## config.mk

```make
export PLATFORM = sky130hd
export DESIGN_NAME = sipo_frame_ctrl
export DESIGN_NICKNAME = d
export VERILOG_FILES = /design/src/rtl/sipo_frame_ctrl.sv
export SDC_FILE = /design/constraint.sdc
export NUM_CORES = 1
export LEC_CHECK = 0
export ABC_AREA = 0
export BUFFER_PORTS_ARGS = -buffer_cell sky130_fd_sc_hd__buf_2
export CORE_MARGIN = 4
export CORE_UTILIZATION = 25
export DETAILED_ROUTE_END_ITERATION = 12
export MAX_ROUTING_LAYER = met4
export SYNTH_ARGS = -nofsm -noshare
export SYNTH_HDL_FRONTEND = slang
export SYNTH_SLANG_ARGS = --single-unit
```

## constraint.sdc

```tcl
create_clock -name i_clk -period 1.5 [get_ports i_clk]
set_input_delay 0.3 -clock i_clk [delete_from_list [all_inputs] [get_ports i_clk]]
set_output_delay 0.3 -clock i_clk [all_outputs]
set_load 0.03 [all_outputs]
```

## src/rtl/sipo_frame_ctrl.sv

```systemverilog
// rtl/sipo_frame_ctrl.sv - framed serial-to-parallel capture controller
// Start bit, WIDTH data bits MSB-first, optional even parity, stop bit; valid/ready word output.
module sipo_frame_ctrl #(
   parameter int WIDTH     = 4,
   parameter bit PARITY_EN = 1'b1
) (
   input  logic             i_clk,
   input  logic             i_reset,
   input  logic             i_serial_in,
   input  logic             i_bit_valid,
   output logic [WIDTH-1:0] o_data_out,
   output logic             o_data_valid,
   input  logic             i_data_ready,
   output logic             o_busy,
   output logic             o_frame_err,
   output logic             o_parity_err,
   output logic             o_overrun
);

   localparam int CW = $clog2(WIDTH);
   localparam logic [CW-1:0] LAST_BIT = CW'(WIDTH - 1);

   localparam logic [1:0] IDLE   = 2'd0;
   localparam logic [1:0] DATA   = 2'd1;
   localparam logic [1:0] PARITY = 2'd2;
   localparam logic [1:0] STOP   = 2'd3;

   logic [1:0]       r_state;
   logic [CW-1:0]    r_cnt;
   logic [WIDTH-1:0] r_sh;
   logic             r_par_bad;
   logic [WIDTH-1:0] r_data;
   logic             r_valid;
   logic             r_ferr;
   logic             r_perr;
   logic             r_ovr;

   logic w_stop_strobe;
   logic w_bad_stop;
   logic w_good;
   logic w_out_free;
   logic w_load;
   logic w_drop;
   logic w_accept;

   // The stop strobe judges the whole frame; errors win over overrun.
   assign w_stop_strobe = (r_state == STOP) & i_bit_valid;
   assign w_bad_stop    = ~i_serial_in;
   assign w_good        = ~w_bad_stop & ~r_par_bad;
   assign w_out_free    = ~r_valid | i_data_ready;
   assign w_load        = w_stop_strobe & w_good & w_out_free;
   assign w_drop        = w_stop_strobe & w_good & ~w_out_free;
   assign w_accept      = r_valid & i_data_ready;

   always_ff @(posedge i_clk) begin
      if (i_reset) begin
         r_state   <= IDLE;
         r_cnt     <= '0;
         r_sh      <= '0;
         r_par_bad <= 1'b0;
      end else if (i_bit_valid) begin
         case (r_state)
            IDLE: begin
               if (!i_serial_in) begin
                  r_state   <= DATA;
                  r_cnt     <= '0;
                  r_par_bad <= 1'b0;
               end
            end
            DATA: begin
               r_sh <= {r_sh[WIDTH-2:0], i_serial_in};
               if (r_cnt == LAST_BIT) begin
                  r_state <= PARITY_EN ? PARITY : STOP;
               end else begin
                  r_cnt <= r_cnt + 1'b1;
               end
            end
            PARITY: begin
               r_par_bad <= ^{r_sh, i_serial_in};
               r_state   <= STOP;
            end
            STOP: begin
               r_state <= IDLE;
            end
            default: begin
               r_state <= IDLE;
            end
         endcase
      end
   end

   always_ff @(posedge i_clk) begin
      if (i_reset) begin
         r_data  <= '0;
         r_valid <= 1'b0;
         r_ferr  <= 1'b0;
         r_perr  <= 1'b0;
         r_ovr   <= 1'b0;
      end else begin
         r_ferr <= w_stop_strobe & w_bad_stop;
         r_perr <= w_stop_strobe & r_par_bad;
         r_ovr  <= w_drop;
         if (w_load) begin
            r_data  <= r_sh;
            r_valid <= 1'b1;
         end else if (w_accept) begin
            r_valid <= 1'b0;
         end
      end
   end

   assign o_data_out   = r_data;
   assign o_data_valid = r_valid;
   assign o_busy       = (r_state != IDLE);
   assign o_frame_err  = r_ferr;
   assign o_parity_err = r_perr;
   assign o_overrun    = r_ovr;

endmodule

```

Word level (Yosys, flattened, before mapping)
Index checks and enable logic that the tools add are counted.
Widths: inputs -> output; s select.

cells by class
  equality and inequality tests = 7
  bitwise gates (word level) = 13
  reduce and logical (&&, ||, !) cells = 10
  $add $sub $neg = 1
  muxes and demuxes = 10

operators by type and width
  kind                 count
  $and 1x1->1          8
  $mux 2               4
  $pmux 2 s4           1
  $reduce_bool 2->1    4
  $eq 2x2->1 const B   3
  $ne 2x2->1 const B   3
  $reduce_and 3->1     2
  $reduce_xor 5->1     1
  $not 1->1            4
  $pmux 2 s2           1
  $reduce_and 4->1     1
  $mux 1               3
  $add 2x1->2 const B  1
  $eq 2x1->1 const B   1
  $logic_not 2->1      1
  $pmux 1 s2           1
  $reduce_and 2->1     1
  $or 1x1->1           1

storage, ports and cells
  bits of input ports = 5
  flip-flop bits (word level) = 17

Logic depth before layout (Yosys ltp)
Gate-level depths: netlist of the first run.

  depth after elaboration = 5
  gate-level depth with buffers = 7
  mapped depth without buffers = 6

Worst setup path after synthesis of the first run
Ideal clock, no wire load.

  path type = register to register
  start point = register r_state[1]
  end point = register r_cnt[0]
  buffers on the path = 1
  cell stages (with the launch flop) = 7
  arrival = 1212 ps
  library setup time = 128 ps
  slack = 161 ps
  path through = dfxtp_1 -> inv_1 -> ha_1 -> buf_2 -> o211ai_1 -> mux2i_1 -> nor2_1

between the ends
  word-level cells in the longest chain between the ends = 3
  elaborated cells between the ends (all ways) = 7
  those cells by class = 3 x eq/ne; 1 x mux; 3 x reduce/logical

ends and longest elaborated chain
  element                                                                  RTL line  source
  start: declaration                                                       28        logic [1:0] r_state;
  start signal: assignment                                                 73        r_state <= PARITY_EN ? PARITY : STOP;
  $eq 2x1->1 / $logic_not 2->1 (equally long branches)                     62        case (r_state)
  $ne 2x2->1 (no source line) / $reduce_bool 2->1 (equally long branches)  -
  $reduce_and 4->1 (no source line)                                        -
  end signal: assignment                                                   75        r_cnt <= r_cnt + 1'b1;
  end: declaration                                                         29        logic [CW-1:0] r_cnt;

Several ways; a longest one is shown, not always the timed one.
A chain may end at the register's enable or synchronous reset.

Worst setup path after layout of the first run
  start point = register r_state[1]
  end point = output o_busy

between the ends
  word-level cells in the longest chain between the ends = 1

ends and longest elaborated chain
  element            RTL line  source
  $reduce_bool 2->1  114       assign o_busy = (r_state != IDLE);
  end: declaration   14        output logic o_busy,

No other way between the ends.

==> flow_summary_export.csv, run 1 <==
group,metric,value,unit
status,status,"finished, final reports clean",
setup_path,worst-endpoint-arrival,1.11,ns
floorplanning,num_rows,20,
setup_path,crit_end_element,"primary output",
clock_tree,clkSlewWorstSetupHoldPaths,0.10,ns
min_path,hold_class,"input port to flip-flop",
clock_tree,ctsLongestPathBuffers,2,
setup_path,critPathMaxStageDelay,0.37,ns
power,power_report.internal_total,0.6230,mW
timing,timing.clock.skew,0.001740,ns
timing,worst_slew_pin_slew,0.2799,ns
final_layout,insertedDiodeCount,0,
yosys,seq_area_frac_synth,42.90,%
final_layout,area_growth_from_synthesis_to_layout,21.45,%
detailed_routing,antenna_violating_nets_post_route,0,
clock_tree,cts_tree,"built",
yosys,ys_seq_elements,17,
timing,slew_violations,0,
power,power.leakage,0.3869,nW
yosys,post_synth_num_cell_types,26,
timing,totalNegativeSetupSlack,0,ns
setup_path,crit_path_cell_trace,"inv_2 -> ha_2 -> inv_1 -> buf_4",
clock_tree,number_of_buffers_created_by_cts,3,
final_layout,post_route_cells_drive_above_1_share,28.16,%
timing,unrepaired_setup_endpoints_after_global_routing,"false",
timing,setup_viols_final,0,
detailed_routing,first_pass_iters,4,
final_layout,postLayoutCoreUtil,31.56,%
timing,worst_hold_slack,0.2798,ns
power,comb_power_share,16.3,%
floorplanning,die_y,64.33,µm
detailed_routing,via_per_inst,4.347,
power,p_per_area,880.1,nW/µm²
yosys,mappedNetlistNets,97,
yosys,synth-warning-count,0,
placed_design,hpwl,1.067,mm
power,share_seq_of_total_power,55.1,%
global_route,globalRouteOverflowTotal,0,
final_layout,post-route-cell-area,963.4,µm²
setup_path,crit_type,"flip-flop to primary output",
global_route,groute.usage.overall,7.496,%
clock_tree,clock_tree.htree_level_count,1,
power,fin_total_pwr,0.8479,mW
global_route,antenna_violations_before_repair,0,
yosys,syn-cell-area,793.3,µm²
clock_tree,cts.root.buffer_cell,"sky130_fd_sc_hd__clkbuf_4",
final_layout,final_nets,115,
detailed_routing,route.detailed.wl_per_inst,10.31,µm
placed_design,gpl.final_weighted_congestion,0.8315,
power,p_sw,0.2249,mW
floorplanning,die-area,4138,µm²
clock_tree,hold_buffers,0,
yosys,netlist_instances,86,
clock_tree,clk-insertion-delay-late,0.28,ns
power,peakVddDrop,262.2,µV
placed_design,postPlaceCellArea,904.6,µm²
timing,timing.final.hold_violations,0,
floorplanning,design.portCount,14,
detailed_routing,drtIter0Drc,19,
timing,max_freq,707.3,MHz
detailed_routing,via_count,639,
setup_path,timing.critical_path.from_type,"flip-flop",
placed_design,pre_cts_slack,0.07995,ns
global_route,number_of_global_route_vias_before_repair,621,
final_layout,final_cell_count_no_fill,147,
flow_run,drv.max_cap_violation_count,0,
setup_path,crit_path_max_fanout,4,
timing,slew_headroom,81.34,%
placed_design,place.detailed.instances,141,
floorplanning,floorplan.core_area,3053,µm²
clock_tree,cts.sink_count,17,
global_route,global_route_wire_length_before_repair,2.470,mm
timing,post-route-worst-setup-slack,0.08610,ns
detailed_routing,drcViolationCount,0,
power,power_switching_share,26.52,%
global_route,largest_net_degree_at_the_start_of_global_routing,17,
timing,final_critical_path_share_of_the_clock_period,94.26,%
setup_path,crit_buf_inv,3,
yosys,syn_avg_cell_area,9.224,µm²
setup_path,timing.critical_path.required,1.20,ns
setup_path,critPathSlowestCell,"sky130_fd_sc_hd__dfxtp_4",
floorplanning,floorplan.initialDensity,25.98,%
floorplanning,floorplan.die.width,64.33,µm
setup_path,cell_class_contributing_the_biggest_share_of_worst_path_delay,"flip-flops",
power,clock_power_share,28.6,%
detailed_routing,detail_route.wirelength,1.515,mm
placed_design,port_buffers,13,
timing,period_minus_slack,1.414,ns
==> cell type report <==
| type | instances | area, µm² |
|---|---|---|
| Inverter | 5 | 18.77 |
| Clock buffer | 4 | 26.28 |
| Tap cell | 44 | 55.05 |
| Timing Repair Buffer | 17 | 97.59 |
| Sequential cell | 17 | 345.3 |
| Fill cell | 337 | 2090 |
| Multi-Input combinational cell | 60 | 420.4 |
==> worst reg2reg max path: stages (launching register included) <==
cell and delay, ns:
sky130_fd_sc_hd__dfxtp_2 0.36, sky130_fd_sc_hd__buf_4 0.10, sky130_fd_sc_hd__ha_1 0.20, sky130_fd_sc_hd__inv_1 0.09, sky130_fd_sc_hd__o21ai_2 0.23, sky130_fd_sc_hd__nor3_1 0.09, sky130_fd_sc_hd__a211oi_1 0.21
==> flip-flops by register name, summed over array words and instances (netlist names) <==
signal / cells
o_overrun: 1
r_sh: 4
r_cnt: 2
o_data_out: 4
o_parity_err: 1
r_state: 2
o_data_valid: 1
r_par_bad: 1
o_frame_err: 1
==> power groups by stage <==
stage / sequential (mW) / combinational [mW] / clock (mW)
6_report: 0.467 / 0.138 / 0.243
5_1_grt: 0.469 / 0.153 / 0.274
4_1_cts: 0.468 / 0.121 / 0.256
3_5_place_dp: 0.477 / 0.118 / 0
3_3_place_gp: 0.476 / 0.114 / 0
2_1_floorplan: 0.476 / 0.0868 / 0
==> layout by cell type, fill, tap and decap left out, types with 2 or more instances in the layout <==
master,Yosys,final
sky130_fd_sc_hd__inv_2,0,2
sky130_fd_sc_hd__nor2_1,9,9
sky130_fd_sc_hd__a21oi_1,6,6
sky130_fd_sc_hd__ha_1,6,5
sky130_fd_sc_hd__buf_2,1,12
sky130_fd_sc_hd__clkbuf_4,0,3
sky130_fd_sc_hd__nand2_1,8,8
sky130_fd_sc_hd__inv_1,5,3
sky130_fd_sc_hd__nand2b_1,2,2
sky130_fd_sc_hd__nand3b_1,2,2
sky130_fd_sc_hd__dfxtp_1,17,15
sky130_fd_sc_hd__buf_4,2,5
sky130_fd_sc_hd__nor2b_1,3,3
sky130_fd_sc_hd__nand3_1,4,4
sky130_fd_sc_hd__xnor2_1,3,3
sky130_fd_sc_hd__mux2i_1,6,6
==> synth_stat cells <==
| cell | number | area [µm²] |
|---|---|---|
| sky130_fd_sc_hd__o211ai_1 | 1 | 7.510 |
| sky130_fd_sc_hd__nand3_1 | 4 | 20.02 |
| sky130_fd_sc_hd__nand3b_1 | 2 | 15.01 |
| sky130_fd_sc_hd__mux2_4 | 1 | 15.01 |
| sky130_fd_sc_hd__clkbuf_1 | 1 | 3.750 |
| sky130_fd_sc_hd__a21oi_1 | 6 | 30.03 |
| sky130_fd_sc_hd__a21boi_1 | 1 | 7.510 |
| sky130_fd_sc_hd__nor2b_1 | 3 | 18.77 |
| sky130_fd_sc_hd__buf_4 | 2 | 15.01 |
| sky130_fd_sc_hd__xnor2_1 | 3 | 26.28 |
| sky130_fd_sc_hd__dfxtp_1 | 17 | 340.3 |
| sky130_fd_sc_hd__nand4_1 | 1 | 6.260 |
| sky130_fd_sc_hd__o21ai_0 | 1 | 5.000 |
| sky130_fd_sc_hd__ha_1 | 6 | 75.07 |
| sky130_fd_sc_hd__o21ai_1 | 1 | 5.000 |
| sky130_fd_sc_hd__nand4b_1 | 1 | 8.760 |
| sky130_fd_sc_hd__buf_2 | 1 | 5.000 |
| sky130_fd_sc_hd__inv_1 | 5 | 18.77 |
| sky130_fd_sc_hd__a211oi_1 | 1 | 7.510 |
| sky130_fd_sc_hd__mux2i_1 | 6 | 60.06 |
| sky130_fd_sc_hd__nand2_1 | 8 | 30.03 |
| sky130_fd_sc_hd__nor4b_1 | 1 | 8.760 |
| sky130_fd_sc_hd__nand2b_1 | 2 | 12.51 |
| sky130_fd_sc_hd__nor2_1 | 9 | 33.78 |
| sky130_fd_sc_hd__nor3_1 | 1 | 5.000 |
| sky130_fd_sc_hd__o22ai_2 | 1 | 12.51 |
==> cells by family (layout without fill, tap and decap cells) <==
kind of cell             count (synthesis)  count (layout)  share of synthesized area [%]
AO/OA/AOI/OAI                           12              12                          9.463
XOR/XNOR                                 3               3                          3.313
adder cells (fa/ha/maj)                  6               6                          9.463
buffers and inverters                    9              26                          5.361
flip-flops                              17              17                          42.90
multiplexers                             7               7                          9.463
AND/OR/NAND/NOR                         32              32                          20.03
==> repair_timing <==
item | 4_1_cts | 5_1_grt
buffers inserted | 0 | 2
setup endpoints to repair | 1 | 4
gates resized for setup | 3 | 6
pin swaps | 0 | 0
==> routing by layer <==
layer / track usage (%) / up-vias / share of wire [%]
li1: - / 321 / -
met1: 7.521 / 292 / 44
met2: 13.40 / 22 / 49
met3: 1.933 / 4 / 5.9
met4: 3.694 / 0 / 0.73
met5: - / - / 0
==> worst paths after layout <==
| kind | startpoint | endpoint | slack [ns] | cells past startpoint |
|---|---|---|---|---|
| worst min register to register | r_par_bad | o_parity_err | 0.47 | 2 |
| worst max register to register | r_state[0] | r_state[0] | 0.13 | 6 |
| worst min-delay path | i_serial_in | o_frame_err | 0.28 | 2 |
| worst max-delay path | r_state[1] | o_busy | 0.09 | 4 |
No activity file was read; power rests on OpenSTA's default activity.
==> run 2, diff against run 1 <==
==> constraint.sdc (replaced) <==
create_clock -name i_clk -period 1.3 [get_ports i_clk]
set_input_delay 0.26 -clock i_clk [delete_from_list [all_inputs] [get_ports i_clk]]
set_output_delay 0.26 -clock i_clk [all_outputs]
set_load 0.03 [all_outputs]
==> run 2 against run 1 <==
Effect of this change: the run now ends with negative setup slack left; global-route usage rose by 1.0 points; die area did not move; sequential power rose by 16%; wire length rose by 3.5%; worst setup slack got worse by 0.19 ns; clock power rose by 19%; design area rose by 8.7%; total power rose by 22%; critical path depth rose by 1; first-iteration DRC count rose by 37%; critical endpoint unchanged; largest power group unchanged.
==> flow_summary_export.csv, run 2 (same netlist as run 1, synthesis figures left out) <==
group,metric,value,unit
timing,slew_headroom,80.77,%
floorplanning,floorplan.initialDensity,25.98,%
timing,slew_violations,0,
setup_path,critPathMaxStageDelay,0.38,ns
timing,worst_hold_slack,0.2209,ns
power,p_per_area,986.4,nW/µm²
clock_tree,clkSlewWorstSetupHoldPaths,0.10,ns
timing,post-route-worst-setup-slack,-0.1007,ns
timing,unrepaired_setup_endpoints_after_global_routing,"true",
setup_path,critPathSlowestCell,"sky130_fd_sc_hd__dfxtp_4",
setup_path,crit_path_max_fanout,4,
final_layout,commonest_cells_after_routing_fill_and_taps_aside,"sky130_fd_sc_hd__dfxtp_1 (15), sky130_fd_sc_hd__buf_2 (12), sky130_fd_sc_hd__nor2_1 (9)",
power,power_report.internal_total,0.7444,mW
setup_path,crit_end_element,"primary output",
final_layout,final_nets,119,
detailed_routing,via_per_inst,4.311,
setup_path,cell_class_contributing_the_biggest_share_of_worst_path_delay,"flip-flops",
final_layout,multi_input_comb_area,456.7,µm²
final_layout,post-route-cell-area,1047,µm²
placed_design,pre_cts_slack,-0.1565,ns
final_layout,seqCellArea,345.3,µm²
final_layout,post_route_cells_drive_above_1_share,35.51,%
detailed_routing,via_count,651,
global_route,largest_net_degree_at_the_start_of_global_routing,17,
setup_path,cp-startpoint,"r_state[0]",
final_layout,postLayoutCoreUtil,34.30,%
detailed_routing,detail_route.wirelength,1.568,mm
status,failed_checks,"negative setup slack",
clock_tree,number_of_buffers_created_by_cts,3,
power,peakVddDrop,240.4,µV
floorplanning,floorplan.core_area,3053,µm²
setup_path,worst-endpoint-arrival,1.14,ns
global_route,antenna_violations_before_repair,0,
placed_design,hpwl,1.159,mm
global_route,groute.usage.overall,8.508,%
floorplanning,num_rows,20,
detailed_routing,route.met3.wl,84,µm
detailed_routing,routedLengthMet1,663,µm
power,share_seq_of_total_power,52.3,%
status,status,"finished, violations left",
timing,max_freq,713.9,MHz
min_path,hold_class,"input port to flip-flop",
clock_tree,cts_tree,"built",
detailed_routing,topRoutingLayerUsed,"met4",
detailed_routing,drcViolationCount,0,
detailed_routing,antenna_violating_nets_post_route,0,
final_layout,insertedDiodeCount,0,
clock_tree,clock_tree.htree_level_count,1,
timing,final_critical_path_share_of_the_clock_period,107.7,%
clock_tree,cts.root.buffer_cell,"sky130_fd_sc_hd__clkbuf_4",
timing,timing.final.hold_violations,0,
power,power.leakage,0.4073,nW
setup_path,timing.rr.start,"r_state[0]",
global_route,number_of_global_route_vias_before_repair,627,
global_route,globalRouteOverflowTotal,0,
floorplanning,die-area,4138,µm²
power,power_switching_share,27.94,%
power,clock_power_share,27.9,%
clock_tree,clk-insertion-delay-late,0.30,ns
final_layout,area_growth_from_synthesis_to_layout,32.02,%
timing,timing.clock.skew,0.003867,ns
power,comb_power_share,19.8,%
timing,totalNegativeSetupSlack,-0.4123,ns
clock_tree,hold_buffers,0,
floorplanning,design.portCount,14,
placed_design,gpl.final_weighted_congestion,0.6870,
setup_path,crit_buf_inv,4,
flow_run,drv.max_cap_violation_count,0,
clock_tree,ctsLongestPathBuffers,2,
placed_design,port_buffers,13,
setup_path,timing.critical_path.required,1.04,ns
clock_tree,cts.sink_count,17,
detailed_routing,route.detailed.wl_per_inst,10.38,µm
timing,setup_viols_final,8,
detailed_routing,drtIter0Drc,26,
min_path,hold_path_startpoint,"i_serial_in",
detailed_routing,first_pass_iters,4,
detailed_routing,dr_wl_met2,787,µm
floorplanning,floorplan.die.width,64.33,µm
setup_path,crit_type,"flip-flop to primary output",
power,p_sw,0.2886,mW
floorplanning,die_y,64.33,µm
global_route,global_route_wire_length_before_repair,2.677,mm
placed_design,postPlaceCellArea,934.6,µm²
setup_path,crit_path_cell_trace,"inv_4 -> ha_4 -> buf_6 -> inv_4 -> buf_6",
final_layout,layout_commonest_cell,"sky130_fd_sc_hd__dfxtp_1",
timing,worst_slew_pin_slew,0.2884,ns
final_layout,final.fill_count,345,
timing,period_minus_slack,1.401,ns
setup_path,timing.critical_path.from_type,"flip-flop",
run 2: changes by cell type in the layout (fill, tap and decap cells not counted), moves of 2 or more:
cell	delta
sky130_fd_sc_hd__buf_6	+3
sky130_fd_sc_hd__ha_1	-3
sky130_fd_sc_hd__ha_4	+3
sky130_fd_sc_hd__inv_4	+2
run 2: timing repair:
action / CTS / global route
setup endpoints to repair: 10 / 14
endpoints found under the hold margin: 0 / 0
gates resized for setup: 15 / 7
setup buffers: 2 / 0
pin swaps: 1 / 8
run 2: final timing paths:
| path | slack [ns] | to | cells after the start |
|---|---|---|---|
| worst max-delay path | -0.10 | o_busy | 5 |
| worst min-delay path | 0.22 | o_frame_err | 2 |
| worst max register to register | -0.07 | r_cnt[0] | 6 |
| worst min register to register | 0.48 | o_parity_err | 2 |
run 2: metrics by stage:
stage	std cells	power (mW)
after floorplan	86	0.6491
after global placement	145	0.6990
after detailed placement	145	0.7048
after CTS	151	1.032
after global routing	151	1.085
final	151	1.033
run 2: worst reg2reg max path: cells and delay by family (launching register included):
family | cells | cell delay, ns
AO/OA/AOI/OAI | 2 | 0.45
adder cells (fa/ha/maj) | 1 | 0.15
buffers and inverters | 1 | 0.05
flip-flops | 1 | 0.38
multiplexers | 1 | 0.18
AND/OR/NAND/NOR | 1 | 0.05
run 2: final cells by class:
cell class              count  share of cell area [%]
well taps                  44                   5.257
repair buffers             21                   13.26
multi-input cells          60                   43.61
inverters                   5                   2.270
flip-flops and latches     17                   32.98
clock inverters             1                  0.4779
clock buffers               3                   2.151
run 2: routing by layer:
metal / track usage (%) / vias up
li1: - / 332
met1: 9.004 / 301
met2: 14.69 / 15
met3: 1.757 / 3
met4: 4.749 / 0
met5: - / -
run 2: power by group through the flow:
stage / Sequential (mW) / Clock, mW / Combinational, mW
floorplan: 0.549 / 0 / 0.100
global placement: 0.549 / 0 / 0.150
detailed placement: 0.550 / 0 / 0.154
CTS: 0.538 / 0.302 / 0.192
global route: 0.542 / 0.319 / 0.224
finish: 0.541 / 0.288 / 0.204
